File: config.mk
export PLATFORM = sky130hd
export DESIGN_NAME = mem_lsu
export DESIGN_NICKNAME = d
export VERILOG_FILES = /design/src/rtl/mem_lsu.sv
export SDC_FILE = /design/constraint.sdc
export NUM_CORES = 1
export LEC_CHECK = 0
export ABC_CLOCK_PERIOD_IN_PS = 4700
export BUFFER_PORTS_ARGS = -buffer_cell sky130_fd_sc_hd__buf_2
export CORE_MARGIN = 3
export CORE_UTILIZATION = 40
export CTS_CLUSTER_SIZE = 30
export DETAILED_ROUTE_END_ITERATION = 6
export PLACE_DENSITY = 0.7
export RECOVER_POWER = 25
export SYNTH_ARGS = -nofsm -noshare
export SYNTH_HDL_FRONTEND = slang
export SYNTH_SLANG_ARGS = --single-unit
File: constraint.sdc
create_clock -name clk -period 4.7 [get_ports clk]
set_input_delay 0.47 -clock clk [delete_from_list [all_inputs] [get_ports clk]]
set_output_delay 0.47 -clock clk [all_outputs]
set_load 0.1 [all_outputs]
File: src/rtl/mem_lsu.sv
`timescale 1ns/1ps
// mem_lsu: load/store unit between the MEM stage and a byte-wide data memory.
// One request at a time is split into 1, 2 or 4 little-endian byte
// transactions on a req/ready/rvalid port; loads are reassembled and extended.
// Optional feature macro: MEM_LSU_ALIGN_CHECK_EN rejects misaligned half/word
// requests with a one-cycle Err pulse alongside Done.
module mem_lsu #(
  parameter int AW = 32
) (
  input  logic          clk,
  input  logic          rst_n,
  input  logic          Req,
  input  logic          MemWr,
  input  logic [1:0]    Size,
  input  logic          Signed,
  input  logic [AW-1:0] Addr,
  input  logic [31:0]   Di,
  output logic [31:0]   Do,
  output logic          Busy,
  output logic          Done,
  output logic          Err,
  output logic          m_req,
  output logic          m_we,
  output logic [AW-1:0] m_addr,
  output logic [7:0]    m_wdata,
  input  logic          m_ready,
  input  logic          m_rvalid,
  input  logic [7:0]    m_rdata
);

  typedef enum logic [1:0] {IDLE, ISSUE, WAIT_R, DONE} state_t;

  state_t          state, state_nxt;
  logic            wr_q;
  logic            sgn_q;
  logic [1:0]      size_q;
  logic [1:0]      idx;
  logic [AW-1:0]   addr_q;
  logic [31:0]     di_q;
  logic [31:0]     asm_q;
  logic [31:0]     asm_nxt;
  logic            at_last;
  logic            reject;

  // Index of the final byte for a given access size (Size 11 behaves as word).
  function automatic logic [1:0] last_idx(input logic [1:0] sz);
    case (sz)
      2'b00:   return 2'd0;
      2'b01:   return 2'd1;
      default: return 2'd3;
    endcase
  endfunction

  // Sign- or zero-extend the assembled load data to 32 bits.
  function automatic logic [31:0] extend(input logic [1:0] sz, input logic sg,
                                         input logic [31:0] w);
    case (sz)
      2'b00:   return {{24{sg & w[7]}}, w[7:0]};
      2'b01:   return {{16{sg & w[15]}}, w[15:0]};
      default: return w;
    endcase
  endfunction

`ifdef MEM_LSU_ALIGN_CHECK_EN
  logic err_q;

  // Half needs an even address, word needs a multiple of four.
  function automatic logic misaligned(input logic [1:0] sz, input logic [1:0] a);
    case (sz)
      2'b00:   return 1'b0;
      2'b01:   return a[0];
      default: return a != 2'b00;
    endcase
  endfunction

  assign reject = misaligned(Size, Addr[1:0]);
`else
  assign reject = 1'b0;
`endif

  assign at_last = (idx == last_idx(size_q));
  assign m_addr  = addr_q + AW'(idx);
  assign m_wdata = di_q[{idx, 3'b000} +: 8];

  // Assembly word with the incoming read byte merged at the current index.
  always_comb begin
    asm_nxt = asm_q;
    asm_nxt[{idx, 3'b000} +: 8] = m_rdata;
  end

  // State register; reset aborts any access in flight.
  always_ff @(posedge clk or negedge rst_n) begin
    if (!rst_n) state <= IDLE;
    else        state <= state_nxt;
  end

  // Next-state and memory/pipeline handshake outputs.
  always_comb begin
    state_nxt = state;
    m_req     = 1'b0;
    m_we      = 1'b0;
    Busy      = (state != IDLE);
    Done      = 1'b0;
    Err       = 1'b0;
    case (state)
      IDLE: begin
        if (Req) state_nxt = reject ? DONE : ISSUE;
      end
      ISSUE: begin
        m_req = 1'b1;
        m_we  = wr_q;
        if (m_ready) begin
          if (!wr_q)        state_nxt = WAIT_R;
          else if (at_last) state_nxt = DONE;
        end
      end
      WAIT_R: begin
        if (m_rvalid) state_nxt = at_last ? DONE : ISSUE;
      end
      DONE: begin
        Done      = 1'b1;
`ifdef MEM_LSU_ALIGN_CHECK_EN
        Err       = err_q;
`endif
        state_nxt = IDLE;
      end
      default: state_nxt = IDLE;
    endcase
  end

  // Request latch, byte index and load result register.
  always_ff @(posedge clk or negedge rst_n) begin
    if (!rst_n) begin
      wr_q   <= 1'b0;
      sgn_q  <= 1'b0;
      size_q <= 2'b00;
      addr_q <= '0;
      di_q   <= '0;
      idx    <= 2'd0;
      Do     <= '0;
`ifdef MEM_LSU_ALIGN_CHECK_EN
      err_q  <= 1'b0;
`endif
    end else begin
      case (state)
        IDLE: begin
          if (Req) begin
            wr_q   <= MemWr;
            sgn_q  <= Signed;
            size_q <= Size;
            addr_q <= Addr;
            di_q   <= Di;
            idx    <= 2'd0;
`ifdef MEM_LSU_ALIGN_CHECK_EN
            err_q  <= reject;
`endif
          end
        end
        ISSUE: begin
          if (m_ready && wr_q && !at_last) idx <= idx + 2'd1;
        end
        WAIT_R: begin
          if (m_rvalid) begin
            if (at_last) Do  <= extend(size_q, sgn_q, asm_nxt);
            else         idx <= idx + 2'd1;
          end
        end
        default: ;
      endcase
    end
  end

  // Load assembly register; cleared on acceptance, filled byte by byte.
  always_ff @(posedge clk) begin
    if (state == IDLE && Req)          asm_q <= '0;
    else if (state == WAIT_R && m_rvalid) asm_q <= asm_nxt;
  end

endmodule

==> impl_results.md <==
- Status: complete, but fails checks
- Failing checks: max-capacitance violations, max-slew violations
- Multi-input combinational cell area: 3060 µm²
- Congestion Overflow GR: 0
- Count of cell types in the netlist: 51
- Setup tns final: 0 ns
- Clock transition at path regs: 0.06 ns
- Die span in y: 135 µm
- CP cell instances: inv_1 > fa_1 > and4b_1 > nand4_1 > nor4_1 > xor2_1 > buf_2
- First-pass GRT wire length: 27400 µm
- Vias in the first global route: 5410
- WHS: 0.243 ns
- FF-to-FF setup slack: 1.76 ns
- Cell area after synthesis: 6610 µm²
- Clock Tree Buf Depth: 2
- Cts bufs inserted: 17
- Post-CTS setup buffer count: 0
- Area Overhead vs Synth: 22.9%
- Initial Utilization: 41.3%
- Final net count: 987
- #FFs+latches synth: 136
- Row Count: 46
- Remaining antenna violation count: 0
- Placed Cells: 1090
- WP data required: 4.23 ns
- Tot GR Track Use: 18.9%
- Crit Path Category: reg2out
- Clk Latency, worst-skew pair: 0.41 ns
- Ys async rst share: 76.5%
- CP Max Fanout: 16
- Cells after synthesis: 758
- Hold/Removal Path Class: in2reg
- Initial drt markers: 306
- Slowest CP cell: dfrtp_1
- Register area: 3240 µm²
- Cts hold-fix bufs: 0
- Slew HR: -152%
- Post-CTS Resized: 0
- Die W: 135 µm
- Sequential fraction of the synthesis area: 49.1%
- Synth area leader: dfrtp_1
- CP max stage delay: 0.78 ns
- Fin. Hold Viols: 0
- Post-Syn Nets: 852
- Clk root buf: clkbuf_16
- TritonCTS clock tree: yes
- Hold depth: 3
- TritonCTS sink count: 136
- H-tree depth: 4
- Worst setup EP type: output pin
- WP data arrival: 3.56 ns
- Top cells by area, synth: dfrtp_1 (39%), nand2_1 (14%), dfxtp_1 (9.7%)
- Antenna violations before repair: 1
- DP HPWL: 11800 µm
- ANT cells: 0
- Drt pass-1 iters: 4
- IO buf count: 156
- Via count: 5614
- Reg2reg path depth: 6
- Unrepaired setup endpoints after global routing: false
- Avg WL per Cell: 15.1 µm
- Gpl congestion: 0.872
- Worst Setup Start Kind: flip-flop
- Fin. max-slew vios: 71
- Tightest Pin Transition: 3.77 ns
- Fill count: 1595
- Max Clk Rate: 248 MHz
- Yosys warns: 0
- Synth Flop Type: dfrtp_1
- Core box area: 16000 µm²
- Post-synth EDFFs: 0
- Largest net degree at the start of global routing: 96
- Final period util: 85.7%
- Routed WL: 17000 µm
- Hold Startpoint: Di[18]
- I/O pins: 158
- Die area: 18100 µm²
- Share of the synthesized area in the top cell type: 39.4%
- Mean Syn Cell Area: 8.72 µm²
- # DRC: 0
- Layout cells sized above 1: 22.6%
- Skew final: 0.00669 ns
- Max Cap Viol: 1
- WHS Endpoint: di_q[18]$_DFFE_PN0P_
- # setup viols final: 0
- Vias per Instance: 5.00
- Worst r2r src: idx[1]$_DFFE_PN0P_
- Tmin final: 4.03 ns
- Crit Reg-Reg Endpoint: Do[31]$_DFFE_PN0P_
- Post-route insts no fill: 1122
how the worst max path moves through the flow:
stage                  startpoint    endpoint  slack (ns)  cells after the start
2_1_floorplan  idx[1]$_DFFE_PN0P_  m_addr[18]        0.51                      8
3_3_place_gp   idx[1]$_DFFE_PN0P_  m_addr[28]        1.18                      7
3_5_place_dp   idx[1]$_DFFE_PN0P_  m_addr[28]        1.07                      7
4_1_cts        idx[1]$_DFFE_PN0P_  m_addr[28]        0.61                      7
5_1_grt        idx[1]$_DFFE_PN0P_  m_addr[30]        0.33                      7
6_report       idx[1]$_DFFE_PN0P_  m_addr[30]        0.67                      7
cell usage after synthesis, drive strengths merged (2+ instances only):
master / number
nor3: 4
o22a: 9
xor2: 14
nand2: 250
a32oi: 8
nand3: 10
ha: 12
xnor2: 17
and4: 5
nand2b: 5
nor2: 63
clkbuf: 36
buf: 9
nor4: 8
a221oi: 7
nand4: 8
nor2b: 2
and2: 6
dfrtp: 104
and3: 7
o21ai: 12
mux4: 8
o32ai: 15
a211oi: 12
dfxtp: 32
a21oi: 34
mux2i: 10
inv: 34
state kept, by name, summed over array words and instances (netlist names):
signal / count
Do: 32
addr_q: 32
asm_q: 32
di_q: 32
idx: 2
size_q: 2
state: 2
sgn_q: 1
wr_q: 1
placed cells by master, fill, tap and decap left out, drive strengths merged, types with 2 or more instances in the layout:
cell type	netlist	layout
nand2	250	250
xnor2	17	17
clkbuf	36	21
a221oi	7	7
a32oi	8	8
nor4	8	8
and4	5	5
nor3	4	4
nand4	8	8
clkinvlp	0	3
buf	9	160
nand2b	5	5
bufinv	0	3
clkinv	0	4
dfxtp	32	32
ha	12	12
o22a	9	9
and3	7	7
a21oi	34	34
inv	34	36
and2	6	6
mux4	8	8
a211oi	12	12
dfrtp	104	104
o21ai	12	12
nor2	63	63
mux2i	10	10
nor2b	2	2
xor2	14	14
nand3	10	10
o32ai	15	15
critical path, delay by kind of cell (launching register included):
family	cells	cell delay [ns]
xor gates and xnor gates	1	0.17
adders and majority gates	1	0.53
buffers and inverters	2	0.71
DFF	1	0.78
and+or+nand+nor	3	0.96
layer usage:
layer	vias to the layer above	wire, µm	track usage, %
met1	2635	8060	26.8
li1	2800	-	-
met4	2	379	7.24
met2	148	7620	28.6
met3	29	884	4.17
met5	-	13	0
stage by stage:
step	area, µm²	util, %	setup slack [ns]
floorplan	6610	-	0.513
global placement	7530	47.0	1.18
detailed placement	7530	47.0	1.07
CTS	8120	50.8	0.615
global route	8120	50.7	0.332
finish	8120	50.7	0.671
final cells by class:
| class | count | share of cell area, % |
|---|---|---|
| Inverter | 34 | 1.57 |
| Clock buffer | 20 | 5.50 |
| Clock inverter | 12 | 1.85 |
| Tap cell | 216 | 3.33 |
| Sequential cell | 136 | 39.9 |
| Timing Repair Buffer | 161 | 10.1 |
| Multi-Input combinational cell | 543 | 37.7 |
cells by family after synthesis:
group | after synthesis | synth area share [%]
flops | 136 | 49.1
compound gates | 106 | 11.2
simple gates | 374 | 24.1
mux | 18 | 4.24
buf+inv | 79 | 4.64
xor+xnor | 31 | 4.11
fa+ha+maj | 13 | 2.57
other cells | 1 | 0.0567
Power is not shown: default switching activity piles up to over one toggle a cycle in this logic, so the estimate is an artifact.
